<file path="src/rtl/neuron_mac.sv">
// neuron_mac
// Sequential multiply-accumulate neuron core. Accepts a stream of
// (x, w) pairs in 16-bit sign-magnitude Q7.8, accumulates the truncated
// products in a 32-bit two's-complement accumulator, adds a bias,
// saturates to sign-magnitude Q7.8 and holds the result on sum.
//
// Ports:
//   clk         single clock, all state changes on the rising edge
//   rst         synchronous active-high reset
//   en          start pulse, sampled only in IDLE
//   n           number of terms, sampled with en
//   bias        sign-magnitude Q7.8 bias, sampled with en
//   data_valid  x/w carry a valid term this cycle
//   x, w        sign-magnitude Q7.8 input and weight
//   in_ready    a term is accepted this cycle (high in ACC)
//   busy        operation in progress (ACC or FIN)
//   sum         sign-magnitude Q7.8 result, held until the next result
//   ready       sum is valid; high from completion until the next accepted en
module neuron_mac #(
  parameter int CNT_W = 8
) (
  input  logic             clk,
  input  logic             rst,
  input  logic             en,
  input  logic [CNT_W-1:0] n,
  input  logic [15:0]      bias,
  input  logic             data_valid,
  input  logic [15:0]      x,
  input  logic [15:0]      w,
  output logic             in_ready,
  output logic             busy,
  output logic [15:0]      sum,
  output logic             ready
);

  typedef enum logic [1:0] {
    IDLE,
    ACC,
    FIN
  } state_t;

  state_t state;
  state_t state_next;

  logic [CNT_W-1:0]   cnt;
  logic [15:0]        bias_q;
  logic signed [31:0] acc;

  logic               take;
  logic [29:0]        mag;
  logic [31:0]        term;
  logic signed [31:0] term_s;
  logic signed [31:0] bias_tc;
  logic signed [31:0] r;
  logic [31:0]        r_abs;
  logic [14:0]        r_mag;
  logic [15:0]        sum_next;

  // State register
  always_ff @(posedge clk) begin
    if (rst) begin
      state <= IDLE;
    end else begin
      state <= state_next;
    end
  end

  // Next-state logic; n = 0 skips straight to FIN
  always_comb begin
    state_next = state;
    case (state)
      IDLE: if (en) state_next = (n != '0) ? ACC : FIN;
      ACC:  if (take && cnt == CNT_W'(1)) state_next = FIN;
      FIN:  state_next = IDLE;
      default: state_next = IDLE;
    endcase
  end

  // Outputs decoded from the registered state
  always_comb begin
    in_ready = (state == ACC);
    busy     = (state != IDLE);
  end

  assign take = data_valid && in_ready;

  // Term: magnitude product truncated by 8 fractional bits. A zero term
  // negates to zero, so negative zero contributes nothing.
  always_comb begin
    mag    = {15'b0, x[14:0]} * {15'b0, w[14:0]};
    term   = {2'b00, mag} >> 8;
    term_s = (x[15] ^ w[15]) ? -signed'(term) : signed'(term);
  end

  // Bias conversion, final add and saturation to 15-bit magnitude.
  // A negative r always has a nonzero magnitude, so 0x8000 cannot occur.
  always_comb begin
    bias_tc  = bias_q[15] ? -signed'({17'b0, bias_q[14:0]})
                          :  signed'({17'b0, bias_q[14:0]});
    r        = acc + bias_tc;
    r_abs    = r[31] ? unsigned'(-r) : unsigned'(r);
    r_mag    = (r_abs > 32'h0000_7FFF) ? 15'h7FFF : r_abs[14:0];
    sum_next = {r[31], r_mag};
  end

  // Datapath registers
  always_ff @(posedge clk) begin
    if (rst) begin
      cnt    <= '0;
      bias_q <= '0;
      acc    <= '0;
      sum    <= '0;
      ready  <= 1'b0;
    end else begin
      case (state)
        IDLE: begin
          if (en) begin
            cnt    <= n;
            bias_q <= bias;
            acc    <= '0;
            ready  <= 1'b0;
          end
        end
        ACC: begin
          if (take) begin
            cnt <= cnt - CNT_W'(1);
            acc <= acc + term_s;
          end
        end
        FIN: begin
          sum   <= sum_next;
          ready <= 1'b1;
        end
        default: ;
      endcase
    end
  end

endmodule

</file>
<file path="config.mk">
export PLATFORM = sky130hd
export DESIGN_NAME = neuron_mac
export DESIGN_NICKNAME = d
export VERILOG_FILES = /design/src/rtl/neuron_mac.sv
export SDC_FILE = /design/constraint.sdc
export NUM_CORES = 1
export LEC_CHECK = 0
export CORE_MARGIN = 10
export CORE_UTILIZATION = 65
export DETAILED_ROUTE_END_ITERATION = 8
export PLACE_DENSITY = 0.89
export SLEW_MARGIN = 30
export SYNTH_ARGS = -nofsm -noshare
export SYNTH_HDL_FRONTEND = slang
export SYNTH_SLANG_ARGS = --single-unit
export TNS_END_PERCENT = 50
</file>
<file path="constraint.sdc">
create_clock -name clk -period 15.3 [get_ports clk]
set_input_delay 1.53 -clock clk [delete_from_list [all_inputs] [get_ports clk]]
set_output_delay 1.53 -clock clk [all_outputs]
set_load 0.005 [all_outputs]
</file>
**Word level (Yosys, flattened, before mapping)**

Cells that the tools add are included.

- Input bits: 60
- Flip-flop bits (word level): 75
- Output and inout bits: 19

- Reductions and logical operators: 11
- Muxes and demuxes: 16
- Equality and inequality tests: 6
- $add $sub $neg: 6
- Magnitude comparators: 1
- Bitwise logic cells: 1
- $mul: 1

Operators by type and width:

| cell | number |
|---|---|
| 32-bit two-way mux | 5 |
| 32-bit adder | 2 |
| 32-bit one-hot mux with 2 select lines | 1 |
| 32-bit by 15-bit > comparator with 1-bit output (second input constant) | 1 |
| 15-bit negation with 32-bit output | 1 |
| 22-bit negation with 32-bit output | 1 |
| 32-bit negation | 1 |
| 15-bit by 15-bit multiplier with 30-bit output | 1 |
| 8-bit two-way mux | 2 |
| 8-bit one-hot mux with 2 select lines | 1 |
| 15-bit two-way mux | 1 |
| 8-bit by 1-bit == test with 1-bit output (second input constant) | 1 |
| 8-bit nonzero test | 1 |
| 8-bit by 1-bit subtractor with 8-bit output (second input constant) | 1 |
| 2-bit two-way mux | 3 |
| 2-bit AND reduction | 3 |
| 2-bit nonzero test | 3 |
| 2-bit by 1-bit inequality test with 1-bit output (second input constant) | 2 |
| 2-bit one-hot mux with 2 select lines | 1 |
| 3-bit AND reduction | 1 |
| 2-bit by 1-bit == test with 1-bit output (second input constant) | 1 |
| 2-bit == test (second input constant) | 1 |
| 1-bit logical AND | 2 |
| 2-bit logical NOT | 1 |
| 4 further kinds | 4 |

**Depth between registers and ports, before layout**

Gate-level depths: netlist of run 1.

- Word-level depth: 7
- Gate-level depth with buffers: 40
- Gate-level depth less buffers: 38

**Worst setup path after synthesis of run 1**

OpenSTA, ideal clock, no wires.

- Path type: input-to-reg
- Start point: in x[6]
- End point: reg acc[31]
- Data arrival time: 9.892 ns
- Stages: 40
- Path slack: 5.333 ns
- Path through: clkbuf_1 and2_1 fa_1 inv_1 fa_1 inv_1 fa_1 inv_1 fa_1 inv_1 fa_1 inv_1 fa_1 inv_1 ha_1 clkbuf_1 a21oi_1 o21ai_0 [... 4 more ...] nand4bb_1 or2_2 nor4_1 nor2_1 xnor2_1 ha_1 a21o_1 a21o_1 a21o_1 a21o_1 a21oi_1 and3_1 a21oi_1 o21a_1 a41oi_1 xor2_1 a21oi_1 o22ai_1

- Cells in the longest elaborated chain, start to end: 6

Ends and longest elaborated chain:

| item | RTL line | RTL |
|---|---|---|
| start: declaration | 28 | `input logic [15:0] x,` |
| 15-bit by 15-bit multiplier with 30-bit output (*) | 90 | `mag = {15'b0, x[14:0]} * {15'b0, w[14:0]};` |
| 22-bit negation with 32-bit output | 92 | `term_s = (x[15] ^ w[15]) ? -signed'(term) : signed'(term);` |
| 32-bit two-way mux (*) | 92 |  |
| 32-bit adder (*) | 127 | `acc <= acc + term_s;` |
| 32-bit two-way mux (*) | 125 | `if (take) begin` |
| 32-bit one-hot mux with 2 select lines (*) | 115 | `case (state)` |
| end signal: assignment | 127 |  |
| end: declaration | 47 | `logic signed [31:0] acc;` |

Mark *: on every way between the ends. The rest lies on a longest branch, timed or not. The select of a mux whose other input is x is not followed.
A chain may end at the register's enable or synchronous reset.

**Final worst setup path of run 1**

Ends and elaborated chain as after synthesis.

==> results.json, run 1 <==
{
  "layout-drive-gt1-share_pct": 4.05,
  "hold_class": "register to register",
  "grt_max_degree": 67,
  "numClockSinks": 75,
  "grt_pass1_wl_um": 68100,
  "cts_tree": "yes",
  "yosysMostFrequentCell": "inv_1",
  "io_buffers": 78,
  "holdBufCountCts": 0,
  "avgSynthCellArea_um2": 8.05,
  "synth_top_area_cell": "fa_1",
  "drt_iter0_drc": 1274,
  "clk_root_buffer_cell": "clkbuf_16",
  "routedWlPerCell_um": 17.6,
  "end_kind": "register",
  "ant_nets": 0,
  "core_mm2": 0.0243,
  "cts_max_level": 3,
  "vias": 14400,
  "synth_top_area_share_pct": 21.0,
  "yosys_warnings": 0,
  "start_kind": "primary input",
  "finalHoldViolCount": 0,
  "finalCritPeriodShare_pct": 73.2,
  "io_pins": 79,
  "ys_types": 104,
  "die_w_um": 177,
  "place_congestion": 0.962,
  "start_util_pct": 65.9,
  "antennaDiodeCount": 0,
  "antenna_found_initial": 0,
  "hpwl_um": 33100,
  "synth-main-ff-cell": "dfxtp_1",
  "nets": 2384,
  "crit_required_ns": 15.57,
  "critPathKind": "primary input to register",
  "slowest_delay_ns": 0.73,
  "maxSlewHeadroom_pct": 39.7,
  "critical-path-slowest-cell": "clkdlybuf4s50_1",
  "status": "finished, final reports clean",
  "avgViaCountPerCell": 6.19,
  "syn2layout_area_growth_pct": 7.36,
  "ctsResizeCount": 0,
  "drv_slew": 0,
  "clockBufferDepth": 2,
  "ys_top_cells_by_area": "fa_1, ha_1, dfxtp_1",
  "clock_latency_ns": 0.35,
  "clk_pin_slew_ns": 0.06,
  "rsz0062_at_grt": "no",
  "drt_wl_total_um": 40900,
  "cts_setup_buffers": 0,
  "netlist_area_mm2": 0.0160,
  "ys_seq_area_share_pct": 9.37,
  "grt_pass1_vias": 14100,
  "overflow": 0,
  "num_rows": 57,
  "max-cap-violations": 0,
  "finClkSkew_ns": 0.00741,
  "setup_tns_ns": 0,
  "syn-num-nets": 2380,
  "worst_ep_arrival_time_ns": 11.47,
  "netlist_instances": 1991,
  "synthTopCellsByCount": "inv_1, nand2_1, fa_1",
  "grt_use_total_pct": 25.9,
  "period_needed_ns": 11.20,
  "die_area_mm2": 0.0313,
  "async_reset_ff_share_pct": 0,
  "synth_edf_count": 0,
  "die_h_um": 177,
  "clock.fmax_mhz": 89.3,
  "drc": 0,
  "drt-pass1-iter-count": 5,
  "setup_viol": 0,
  "tightest_slew_ns": 0.904,
  "cts-buffers-inserted": 9,
  "crit_fanout": 15,
  "ys_ff_latch": 75
}
[per-stage QoR]
stage,setup slack [ns],hold WS [ns],std cells,utilization (%),area (um2)
2_1_floorplan,5.33,0.429,1991,-,16000
3_3_place_gp,4.20,0.448,2308,69.4,16900
3_5_place_dp,3.92,0.447,2308,69.4,16900
4_1_cts,4.24,0.456,2324,70.7,17200
5_1_grt,3.23,0.478,2324,70.7,17200
6_report,4.10,0.455,2324,70.7,17200
[critical path: cells and delay by family]
kind,cells,cell delay (ns)
AOI/OAI and AO/OA,14,2.34
xor gates and xnor gates,2,0.43
adders and majority gates,8,3.76
buffers and inverters,7,1.05
and+or+nand+nor,8,2.35
[flip-flops by register name, indices dropped and copies added (netlist names)]
| signal | count |
|---|---|
| cnt | 8 |
| sum | 16 |
| bias_q | 16 |
| ready | 1 |
| state | 2 |
| acc | 32 |
[final timing paths]
kind                                from  slack (ns)  cells after the start                endpoint
hold reg to reg   bias_q[1]$_SDFFE_PP0P_        0.46                      2  bias_q[1]$_SDFFE_PP0P_
hold / removal    bias_q[1]$_SDFFE_PP0P_        0.46                      2  bias_q[1]$_SDFFE_PP0P_
setup reg to reg  bias_q[2]$_SDFFE_PP0P_        8.98                     20     sum[6]$_SDFFE_PP0P_
setup / recovery                    x[6]        4.10                     39    acc[31]$_SDFFE_PP0P_
[cell families (layout without fill, tap and decap cells)]
logic type | after synthesis | count (layout) | share of synthesized area [%]
multiplexers | 12 | 12 | 0.781
AND/OR/NAND/NOR | 675 | 675 | 21.7
AO/OA/AOI/OAI | 449 | 449 | 19.7
flip-flops | 75 | 75 | 9.37
buffers and inverters | 327 | 336 | 7.87
adder cells (fa/ha/maj) | 329 | 329 | 33.6
XOR/XNOR | 124 | 124 | 6.99
[cell usage in the layout, fill, tap and decap left out, drive strengths merged, types with 9 or more instances in the layout]
master           n
clkbuf          10
a22oi           18
a211oi          28
o211ai          14
and2           151
fa             168
nand3           27
o21ai           75
nand4           20
nand2          222
nand2b          16
or3             11
inv            238
xor2            41
ha             161
and3            16
a31oi           13
a21oi          120
o21bai          11
a22o             9
nor3            32
nor4            18
xnor2           83
o31ai           20
clkdlybuf4s50   77
a21o            29
nor2           118
nor2b           13
o21a            16
dfxtp           75
o31a            11
a21boi          12
[cell type report]
cell class	instances	area, um2
multi-input cells	1589	13300
fillers	1902	7120
flip-flops and latches	75	1500
inverters	237	890
repair buffers	83	813
well taps	324	405
clock buffers	10	229
clock inverters	6	88.8
[metal layers]
metal / vias to the layer above / routed length [um] / global-route usage [%]
met5: - / 0 / 0
met3: 77 / 2920 / 3.46
met2: 601 / 20100 / 43.8
met1: 6935 / 17100 / 34.1
li1: 6777 / - / -
met4: 0 / 766 / 6.76
Power of run 1 is not shown: default switching activity piles up to over one toggle a cycle in this logic, so the estimate is an artifact.
==> run 2: changes to the inputs <==
--- a/config.mk
+++ b/config.mk
@@ -6,9 +6,9 @@
 export NUM_CORES = 1
 export LEC_CHECK = 0
 export CORE_MARGIN = 10
-export CORE_UTILIZATION = 65
+export CORE_UTILIZATION = 58
 export DETAILED_ROUTE_END_ITERATION = 8
-export PLACE_DENSITY = 0.89
+export PLACE_DENSITY = 0.84
 export SLEW_MARGIN = 30
 export SYNTH_ARGS = -nofsm -noshare
 export SYNTH_HDL_FRONTEND = slang
==> constraint.sdc (replaced) <==
create_clock -name clk -period 10.1 [get_ports clk]
set_input_delay 1.01 -clock clk [delete_from_list [all_inputs] [get_ports clk]]
set_output_delay 1.01 -clock clk [all_outputs]
set_load 0.005 [all_outputs]
==> run 2 against run 1 <==
Register-to-register slack worse by 5.1 ns. Wire length fell by 1.2%. Core utilization is 4.4 points lower. Highest routed layer unchanged.
==> results.json, run 2 (synthesis results as in run 1) <==
{
  "drv_slew": 0,
  "r2r_start": "bias_q[2]$_SDFFE_PP0P_",
  "dpl_cell_area_mm2": 0.0175,
  "crit_required_ns": 10.37,
  "layout-drive-gt1-share_pct": 7.88,
  "reg.largest.list": "acc: 32 flops, bias_q: 16 flops, sum: 16 flops",
  "numClockSinks": 75,
  "die_w_um": 186,
  "finalCritPeriodShare_pct": 96.0,
  "period_needed_ns": 9.70,
  "grt_max_degree": 67,
  "num_rows": 60,
  "cpMostUsedCell": "fa_1",
  "finalHoldViolCount": 0,
  "hpwl_um": 33600,
  "overflow": 0,
  "wl_met1_um": 17900,
  "clockBufferDepth": 2,
  "clock.fmax_mhz": 103,
  "crit_fanout": 7,
  "ant_nets": 0,
  "vias": 14500,
  "avgViaCountPerCell": 5.95,
  "place_congestion": 0.955,
  "dr_wl_met2_um": 19700,
  "io_buffers": 78,
  "drt_iter0_drc": 1016,
  "fin_cells": 2440,
  "io_pins": 79,
  "slowest_delay_ns": 0.68,
  "critPathKind": "primary input to register",
  "dp.cells": 2424,
  "start_kind": "primary input",
  "die_h_um": 186,
  "max-cap-violations": 0,
  "status": "finished, final reports clean",
  "cts_max_level": 3,
  "syn2layout_area_growth_pct": 12.2,
  "pre_cts_ws_ns": -0.218,
  "grt_pass1_vias": 14200,
  "worst_ep_arrival_time_ns": 9.97,
  "core_mm2": 0.0271,
  "top_layer": "met4",
  "design_area_mm2": 0.0180,
  "routedWlPerCell_um": 16.6,
  "fin_util_pct": 66.3,
  "final_cell_mix": "inv_1, nand2_1, fa_1",
  "antennaDiodeCount": 0,
  "top_register": "acc",
  "clk_root_buffer_cell": "clkbuf_16",
  "hold_class": "register to register",
  "setup_ws_ns": 0.404,
  "largest_register_ffs": 32,
  "clk_pin_slew_ns": 0.07,
  "holdBufCountCts": 0,
  "grt_pass1_wl_um": 67900,
  "worstSetupEndpoint": "acc[31]$_SDFFE_PP0P_",
  "grt_use_total_pct": 23.5,
  "ff2ff_path_depth": 20,
  "start_util_pct": 59.1,
  "cts_tree": "yes",
  "end_kind": "register",
  "drc": 0,
  "clock_latency_ns": 0.34,
  "drt_wl_total_um": 40400,
  "wl_met3_um": 2120,
  "maxSlewHeadroom_pct": 42.6,
  "setup_viol": 0,
  "die_area_mm2": 0.0347,
  "critical-path-slowest-cell": "clkdlybuf4s50_1",
  "nets": 2452,
  "finClkSkew_ns": 0.0131,
  "cts-buffers-inserted": 9,
  "final_common_cell": "inv_1",
  "cp-startpoint": "w[7]",
  "reg2reg_to": "sum[4]$_SDFFE_PP0P_",
  "tightest_slew_ns": 0.860,
  "r2r_slack_ns": 3.86,
  "drt-pass1-iter-count": 5,
  "antenna_found_initial": 0
}
-- run 2: cell count changes in the layout (fill, tap and decap cells not counted), sizes merged --
cell	change
buf	+68
bufinv	+2
clkbuf	+2
clkdlybuf4s50	-16
clkinv	-1
clkinvlp	-2
dlymetal6s2s	+16
inv	-1
-- run 2: stage by stage --
| step | setup TNS, ns | hold WS (ns) |
|---|---|---|
| finish | 0 | 0.459 |
| global route | -0.000326 | 0.496 |
| floorplan | 0 | 0.429 |
| global placement | 0 | 0.443 |
| CTS | 0 | 0.462 |
| detailed placement | -0.334 | 0.454 |
-- run 2: final cells by class --
| cell class | instances | area, um2 |
|---|---|---|
| repair buffers | 151 | 1380 |
| flip-flops and latches | 75 | 1500 |
| clock buffers | 12 | 256 |
| well taps | 372 | 465 |
| clock inverters | 4 | 120 |
| inverters | 237 | 890 |
| multi-input cells | 1589 | 13400 |
| fillers | 2156 | 9120 |
-- run 2: per-layer routing --
metal / global-route usage (%) / up-vias
met5: 0 / -
met4: 4.80 / 0
met3: 2.29 / 61
met2: 40.0 / 448
met1: 31.7 / 7093
li1: - / 6914
-- run 2: how the worst min path moves through the flow --
stage,cells past startpoint,from,to
6_report,2,bias_q[1]$_SDFFE_PP0P_,bias_q[1]$_SDFFE_PP0P_
5_1_grt,1,state[1]$_SDFFE_PP0P_,state[1]$_SDFFE_PP0P_
4_1_cts,2,bias_q[1]$_SDFFE_PP0P_,bias_q[1]$_SDFFE_PP0P_
3_5_place_dp,2,bias_q[1]$_SDFFE_PP0P_,bias_q[1]$_SDFFE_PP0P_
3_3_place_gp,1,state[1]$_SDFFE_PP0P_,state[1]$_SDFFE_PP0P_
2_1_floorplan,1,state[1]$_SDFFE_PP0P_,state[1]$_SDFFE_PP0P_
-- run 2: what timing repair did --
item / 4_1_cts / 5_1_grt
gates resized for setup: 0 / 38
endpoints found under the setup margin: 0 / 8
buffers inserted: 0 / 0
-- run 2: worst max-delay path, delay by kind of cell --
kind                     cells  cell delay [ns]
AO/OA/AOI/OAI               14             2.52
AND/OR/NAND/NOR              7             1.19
XOR/XNOR                     3             0.54
adder cells (fa/ha/maj)      8             3.52
buffers and inverters        6             1.20
Power of run 2 is left out for the same reason.
==> run 3: changes to the inputs <==
--- a/config.mk
+++ b/config.mk
@@ -9,7 +9,7 @@
 export CORE_UTILIZATION = 58
 export DETAILED_ROUTE_END_ITERATION = 8
 export PLACE_DENSITY = 0.84
-export SLEW_MARGIN = 30
+export SLEW_MARGIN = 10
 export SYNTH_ARGS = -nofsm -noshare
 export SYNTH_HDL_FRONTEND = slang
 export SYNTH_SLANG_ARGS = --single-unit
==> run 3 against run 2 <==
Sequential share of layout area is 0.064 points higher. Clock-buffer cell count decreased by 2. Register-to-register slack better by 0.02 ns. Fmax about the same. Non-clock buffer count unchanged.
==> results.json, run 3 (synthesis results as in run 1) <==
{
  "status": "finished, final reports clean",
  "grt_use_total_pct": 23.3,
  "crit_family": "adder cells",
  "dpl_cell_area_mm2": 0.0175,
  "maxSlewHeadroom_pct": 21.1,
  "grt_max_degree": 67,
  "antenna_found_initial": 0,
  "syn2layout_area_growth_pct": 11.4,
  "vias": 14500,
  "hold_class": "register to register",
  "dr_wl_met2_um": 19600,
  "antennaDiodeCount": 0,
  "final_cell_mix": "inv_1, nand2_1, fa_1",
  "die_area_mm2": 0.0347,
  "overflow": 0,
  "wl_met1_um": 17900,
  "reg.largest.list": "acc: 32 flops, bias_q: 16 flops, sum: 16 flops",
  "cts_tree": "yes",
  "ant_nets": 0,
  "start_kind": "primary input",
  "avgViaCountPerCell": 5.92,
  "core_mm2": 0.0271,
  "clock.fmax_mhz": 103,
  "drt_iter0_drc": 966,
  "crit_fanout": 10,
  "fin_hold_ws_ns": 0.461,
  "routedWlPerCell_um": 16.5,
  "crit_required_ns": 10.38,
  "cp-startpoint": "x[4]",
  "ff_latch_area_mm2": 0.00150,
  "die_h_um": 186,
  "cpMostUsedCell": "fa_1",
  "grt_pass1_wl_um": 67300,
  "path_buf_inv": 5,
  "holdBufCountCts": 0,
  "drv_slew": 0,
  "numClockSinks": 75,
  "drt_wl_total_um": 40300,
  "cts-buffers-inserted": 9,
  "wl_met3_um": 2110,
  "drt-pass1-iter-count": 5,
  "num_rows": 60,
  "drc": 0,
  "hpwl_um": 33600,
  "final_common_cell": "inv_1",
  "layout-drive-gt1-share_pct": 7.60,
  "clk_root_buffer_cell": "clkbuf_16",
  "clockBufferDepth": 2,
  "top_layer": "met4",
  "r2r_start": "bias_q[2]$_SDFFE_PP0P_",
  "io_buffers": 78,
  "multiInputGateArea_mm2": 0.0133,
  "die_w_um": 186,
  "tightest_slew_ns": 1.18,
  "largest_register_ffs": 32,
  "end_kind": "register",
  "design_area_mm2": 0.0178,
  "place_congestion": 0.955,
  "nets": 2452,
  "critPathKind": "primary input to register",
  "top_register": "acc",
  "finalHoldViolCount": 0,
  "setup_viol": 0,
  "fillers": 2233,
  "grt_pass1_vias": 14000,
  "cts_max_level": 3,
  "finalCritPeriodShare_pct": 96.1,
  "max-cap-violations": 0,
  "clock_latency_ns": 0.35,
  "worstHoldStart": "bias_q[1]$_SDFFE_PP0P_",
  "slowest_delay_ns": 0.65,
  "finClkSkew_ns": 0.0124,
  "period_needed_ns": 9.70,
  "start_util_pct": 59.1,
  "worst_ep_arrival_time_ns": 9.98,
  "clk_pin_slew_ns": 0.07,
  "critical-path-slowest-cell": "clkdlybuf4s50_1",
  "io_pins": 79
}
[run 3: per-layer routing]
layer  vias up  GRT usage [%]
met5         -              0
met1      7026           31.8
li1       6928              -
met2       452           39.2
met3        45           2.27
met4         0           5.13
[run 3: area by class of cell]
type / count / area share, %
clock buffer: 10 / 1.28
clock inverter: 5 / 0.442
inverter: 237 / 4.99
multi-input combinational: 1589 / 74.6
sequential: 75 / 8.41
tap: 372 / 2.61
timing repair buffer: 151 / 7.66
[run 3: final timing paths]
| kind | endpoint | slack, ns | cells after the start |
|---|---|---|---|
| max | acc[31]$_SDFFE_PP0P_ | 0.40 | 37 |
| min | bias_q[1]$_SDFFE_PP0P_ | 0.46 | 2 |
| max reg2reg | sum[7]$_SDFFE_PP0P_ | 3.88 | 20 |
| min reg2reg | bias_q[1]$_SDFFE_PP0P_ | 0.46 | 2 |
[run 3: through the flow]
| stage | util (%) | setup TNS [ns] | setup WS (ns) | instances |
|---|---|---|---|---|
| CTS | 65.5 | 0 | 0.217 | 2439 |
| global route | 65.8 | -0.0461 | -0.0387 | 2439 |
| detailed placement | 64.4 | -0.121 | -0.111 | 2424 |
| floorplan | - | 0 | 0.653 | 1991 |
| finish | 65.8 | 0 | 0.399 | 2439 |
| global placement | 64.4 | 0 | 0.0990 | 2424 |
[run 3: timing repair]
action,in CTS,in global routing
buffers inserted,0,0
resized for setup,0,26
endpoints found under the setup margin,0,8
[run 3: tightest hold or removal path, cell delays in order, from the launching register on]
cell and delay (ns):
dfxtp_1 0.31, nand2_1 0.05, a21oi_1 0.05
Power of run 3 is left out for the same reason.
